`config.mk`:
```
export PLATFORM = sky130hd
export DESIGN_NAME = ram_arbiter
export DESIGN_NICKNAME = d
export VERILOG_FILES = /design/src/rtl/ram_arbiter.sv
export SDC_FILE = /design/constraint.sdc
export NUM_CORES = 1
export LEC_CHECK = 0
export CORE_ASPECT_RATIO = 1.5
export CORE_MARGIN = 2
export CORE_UTILIZATION = 35
export DETAILED_ROUTE_END_ITERATION = 10
export GPL_TIMING_DRIVEN = 1
export PLACE_DENSITY = 0.81
export SLEW_MARGIN = 0
export SYNTH_ARGS = -nofsm -noshare
export SYNTH_HDL_FRONTEND = slang
export SYNTH_SLANG_ARGS = --single-unit
```
`constraint.sdc`:
```
create_clock -name clock -period 1.5 [get_ports clock]
set_input_delay 0.3 -clock clock [delete_from_list [all_inputs] [get_ports clock]]
set_output_delay 0.3 -clock clock [all_outputs]
set_load 0.01 [all_outputs]
```
`src/rtl/ram_arbiter.sv`:
```
// ram_arbiter: round-robin two-port arbiter onto a single-port synchronous RAM.
module ram_arbiter #(
   parameter int ADDR_W = 4,
   parameter int DATA_W = 16
) (
   input  logic              clock,
   input  logic              reset_n,
   input  logic              req0,
   input  logic              req1,
   input  logic              we0,
   input  logic              we1,
   input  logic [ADDR_W-1:0] addr0,
   input  logic [ADDR_W-1:0] addr1,
   input  logic [DATA_W-1:0] wdata0,
   input  logic [DATA_W-1:0] wdata1,
   output logic              done0,
   output logic              done1,
   output logic [DATA_W-1:0] rdata,
   output logic              ram_ce,
   output logic              ram_rw,
   output logic [ADDR_W-1:0] ram_addr,
   output logic [DATA_W-1:0] ram_wdata,
   input  logic [DATA_W-1:0] ram_rdata
);
   typedef enum logic [1:0] {IDLE, ACCESS, RESP} state_t;
   state_t state;
   logic last, cur_id, cur_we, rd_pend, gid, go;
   // from RESP only the port that was not just served may be granted
   assign gid   = (state == IDLE) ? ((req0 & req1) ? ~last : req1) : ~cur_id;
   assign go    = (state == IDLE || state == RESP) && (gid ? req1 : req0);
   assign rdata = rd_pend ? ram_rdata : '0;
   always_ff @(posedge clock or negedge reset_n)
      if (!reset_n) begin
         state     <= IDLE;
         last      <= 1'b1;
         cur_id    <= 1'b0;
         cur_we    <= 1'b0;
         rd_pend   <= 1'b0;
         done0     <= 1'b0;
         done1     <= 1'b0;
         ram_ce    <= 1'b0;
         ram_rw    <= 1'b1;
         ram_addr  <= '0;
         ram_wdata <= '0;
      end else begin
         done0   <= 1'b0;
         done1   <= 1'b0;
         rd_pend <= 1'b0;
         ram_ce  <= 1'b0;
         ram_rw  <= 1'b1;
         if (go) begin
            state     <= ACCESS;
            last      <= gid;
            cur_id    <= gid;
            cur_we    <= gid ? we1 : we0;
            ram_ce    <= 1'b1;
            ram_rw    <= ~(gid ? we1 : we0);
            ram_addr  <= gid ? addr1 : addr0;
            ram_wdata <= gid ? wdata1 : wdata0;
         end else if (state == ACCESS) begin
            state   <= RESP;
            done0   <= ~cur_id;
            done1   <= cur_id;
            rd_pend <= ~cur_we;
         end else begin
            state <= IDLE;
         end
      end
endmodule

```
==> results.py <==
metrics = {
    "setup_path": {
        "r2r_slack_ns": 0.04,
        "start_kind": "flip-flop",
        "cp_max_fo": 2,
        "reg2reg_depth": 5,
        "cp_num_buf_inv": 1,
        "critPathMaxStageDelay_ns": 0.57,
        "cp-endpoint": "ram_wdata[11]",
        "worstSetupEndpointType": "primary output",
        "critPathSlowestCell": "clkdlybuf4s50_1",
        "crit_family": "buffers and inverters",
        "crit_start": "ram_wdata[11]",
        "r2r_start": "last",
        "r2r_end": "ram_wdata[1]",
        "critical_path_required_ns": 1.20,
        "crit_cells": 1,
        "path_cells": "clkdlybuf4s50_1",
        "critPathArrivalTime_ns": 1.17,
        "critPathKind": "flip-flop to primary output",
    },
    "clocking": {
        "cts-root-buf": "clkbuf_8",
        "clk_pin_slew_ns": 0.06,
        "htree_num_levels": 2,
        "cts_num_sinks": 29,
        "clock_latency_ns": 0.27,
        "cts_tree": "built",
        "cts_buffers": 5,
        "cts_buffer_depth": 2,
    },
    "cells_and_area": {
        "area_growth_syn_to_layout_pct": 73.7,
        "final_cell_area_sq_um": 3300,
        "drive_above_1_share_pct": 28.9,
        "antennaDiodeCount": 0,
        "fillCellCount": 434,
        "finalNetCount": 366,
        "register_area_sq_um": 732,
        "multiInputGateArea_sq_um": 1140,
    },
    "global_routing": {
        "grt_max_degree": 30,
        "grt_pass1_vias": 1833,
        "globalRouteOverflowTotal": 0,
        "antenna_found_initial": 0,
        "grt_usage_pct": 18.6,
        "grt_pass1_wl_mm": 8.76,
    },
    "power": {
        "pwr-share-clk_pct": 10.3,
        "peakVddDrop_mv": 1.10,
        "switching_share_pct": 40.3,
        "finalPower_mw": 6.12,
        "p_leak_nw": 1.59,
        "p_int_mw": 3.65,
        "p_seq_share_pct": 23.3,
        "p_comb_share_pct": 66.4,
        "power_density_nw_per_um2": 1860,
        "p_sw_mw": 2.47,
    },
    "drt": {
        "num_vias": 1898,
        "ant_nets": 0,
        "via_per_inst": 5.10,
        "detail_route.wl_per_cell_um": 15.6,
        "drtIter0Drc": 65,
        "drt_first_pass_iters": 4,
        "drt-total-wl_mm": 5.80,
        "drc": 0,
    },
    "floorplanning": {
        "core_area_sq_um": 5200,
        "dieArea_sq_um": 6040,
        "ios": 102,
        "start_util_pct": 36.5,
        "die_w_um": 64.1,
        "rows": 32,
        "die_y_um": 94.2,
    },
    "timing": {
        "fin_crit_sh_pct": 98.0,
        "fmax_mhz": 680,
        "final_max_slew_viol_count": 0,
        "setup_slack_ns": 0.0293,
        "max_slew_margin_pct": 76.1,
        "min_period_ns": 1.47,
        "tns_ns": 0,
        "finalSetupViolCount": 0,
        "rsz0062_at_grt": "yes",
        "clock-skew-final_ns": 0.00321,
        "hold_viol": 0,
        "worstMarginPinSlew_ns": 0.359,
    },
    "synth": {
        "avgSynthCellArea_sq_um": 10.0,
        "syn-num-nets": 251,
        "synth_flop_cell": "dfrtp_1",
        "synth_warnings": 0,
        "syn_area_sq_um": 1900,
        "synth_cell_types": 30,
        "synth-seq-area-share_pct": 38.3,
        "synth-seq-cells": 29,
        "async_reset_ff_share_pct": 100,
        "synthCells": 189,
        "synth_edf_count": 0,
    },
    "outcome": {
        "status": "completed",
    },
    "placement": {
        "gp_congestion": 0.816,
        "port_buffers": 101,
        "dp_hpwl_mm": 4.12,
        "dp_slack_ns": -0.309,
        "placed_area_sq_um": 3110,
    },
    "worst_hold_path": {
        "hold_class": "primary input to async pin",
    },
    "flow_run": {
        "cap_violations": 0,
    },
}
==> layer usage <==
metal	wire, um	global-route usage (%)
met1	2090	19.7
met2	3150	34.2
met3	440	5.76
met4	109	6.74
met5	0	0
==> Yosys cell counts, types with 2 or more instances <==
| master | n | share of area, % |
|---|---|---|
| nand2b_1 | 3 | 0.99 |
| and2_1 | 17 | 5.6 |
| buf_4 | 4 | 1.6 |
| mux2i_1 | 20 | 11 |
| clkbuf_1 | 3 | 0.59 |
| nor2_1 | 23 | 4.5 |
| o21ai_2 | 10 | 4.6 |
| dfrtp_1 | 27 | 36 |
| a221oi_2 | 20 | 16 |
| buf_2 | 5 | 1.3 |
| dfstp_2 | 2 | 2.8 |
| buf_6 | 2 | 1.2 |
| nand2_1 | 22 | 4.3 |
| inv_1 | 3 | 0.59 |
| o21ai_0 | 2 | 0.53 |
| o21ai_1 | 12 | 3.2 |
==> final cells by class <==
| cell class | count | share of cell area, % |
|---|---|---|
| Timing Repair Buffer | 122 | 37.5 |
| Multi-Input combinational cell | 142 | 34.7 |
| Sequential cell | 29 | 22.2 |
| Clock buffer | 7 | 2.62 |
| Tap cell | 68 | 2.58 |
| Inverter | 4 | 0.455 |
==> kinds of logic (layout without fill, tap and decap cells) <==
kind of cell           count (synthesis)  in the layout  share of synthesized area [%]
buffers and inverters                 18            133                           5.47
flip-flops                            29             29                           38.3
AND/OR/NAND/NOR                       69             69                           17.3
AO/OA/AOI/OAI                         52             52                           27.8
multiplexers                          21             21                           11.1
==> cell usage in the layout (no fill, tap or decap), types with 4 or more instances in the layout <==
| master | instances |
|---|---|
| a221oi_2 | 16 |
| a221oi_4 | 4 |
| and2_1 | 17 |
| buf_12 | 7 |
| buf_4 | 12 |
| clkbuf_2 | 16 |
| clkbuf_8 | 6 |
| clkdlybuf4s50_1 | 65 |
| dfrtp_1 | 24 |
| dlygate4sd2_1 | 4 |
| dlymetal6s2s_1 | 16 |
| mux2i_1 | 20 |
| nand2_1 | 21 |
| nor2_1 | 22 |
| o21ai_1 | 11 |
| o21ai_2 | 11 |
==> what timing repair did <==
action | CTS | global route
buffers inserted | 5 | 1
hold buffers | 0 | 0
setup endpoints to repair | 34 | 48
resized for setup | 42 | 42
pin swaps | 0 | 5
cloned | 0 | 1
endpoints found under the hold margin | 0 | 0
==> how the worst min path moves through the flow <==
stage / from / end / slack, ns
final: reset_n / ram_wdata[0] / 0.39
after global routing: reset_n / ram_addr[1] / 0.40
after CTS: reset_n / cur_we / 0.39
after detailed placement: cur_we / rd_pend / 0.42
after global placement: cur_we / rd_pend / 0.42
after floorplan: reset_n / cur_id / 0.004
==> metrics by stage <==
stage	util (%)	instances	hold WS [ns]
5_1_grt	63.4	372	0.401
4_1_cts	62.3	370	0.393
3_5_place_dp	59.8	358	0.419
6_report	63.4	372	0.390
3_3_place_gp	59.8	358	0.422
2_1_floorplan	-	189	0.00441
==> flip-flops by register name, indices dropped and copies added (netlist names) <==
| signal | cells |
|---|---|
| ram_addr | 4 |
| ram_wdata | 16 |
| rd_pend | 1 |
| cur_we | 1 |
| cur_id | 1 |
| state | 2 |
| last | 1 |
| done0 | 1 |
| done1 | 1 |
| ram_rw | 1 |
==> power groups by stage <==
stage	Combinational, mW	Clock, mW	Sequential [mW]
6_report	4.06	0.633	1.43
5_1_grt	4.39	0.671	1.47
4_1_cts	3.95	0.644	1.43
3_5_place_dp	3.86	0	1.47
3_3_place_gp	3.76	0	1.46
2_1_floorplan	2.09	0	1.54
(Power assumes the default switching activity.)
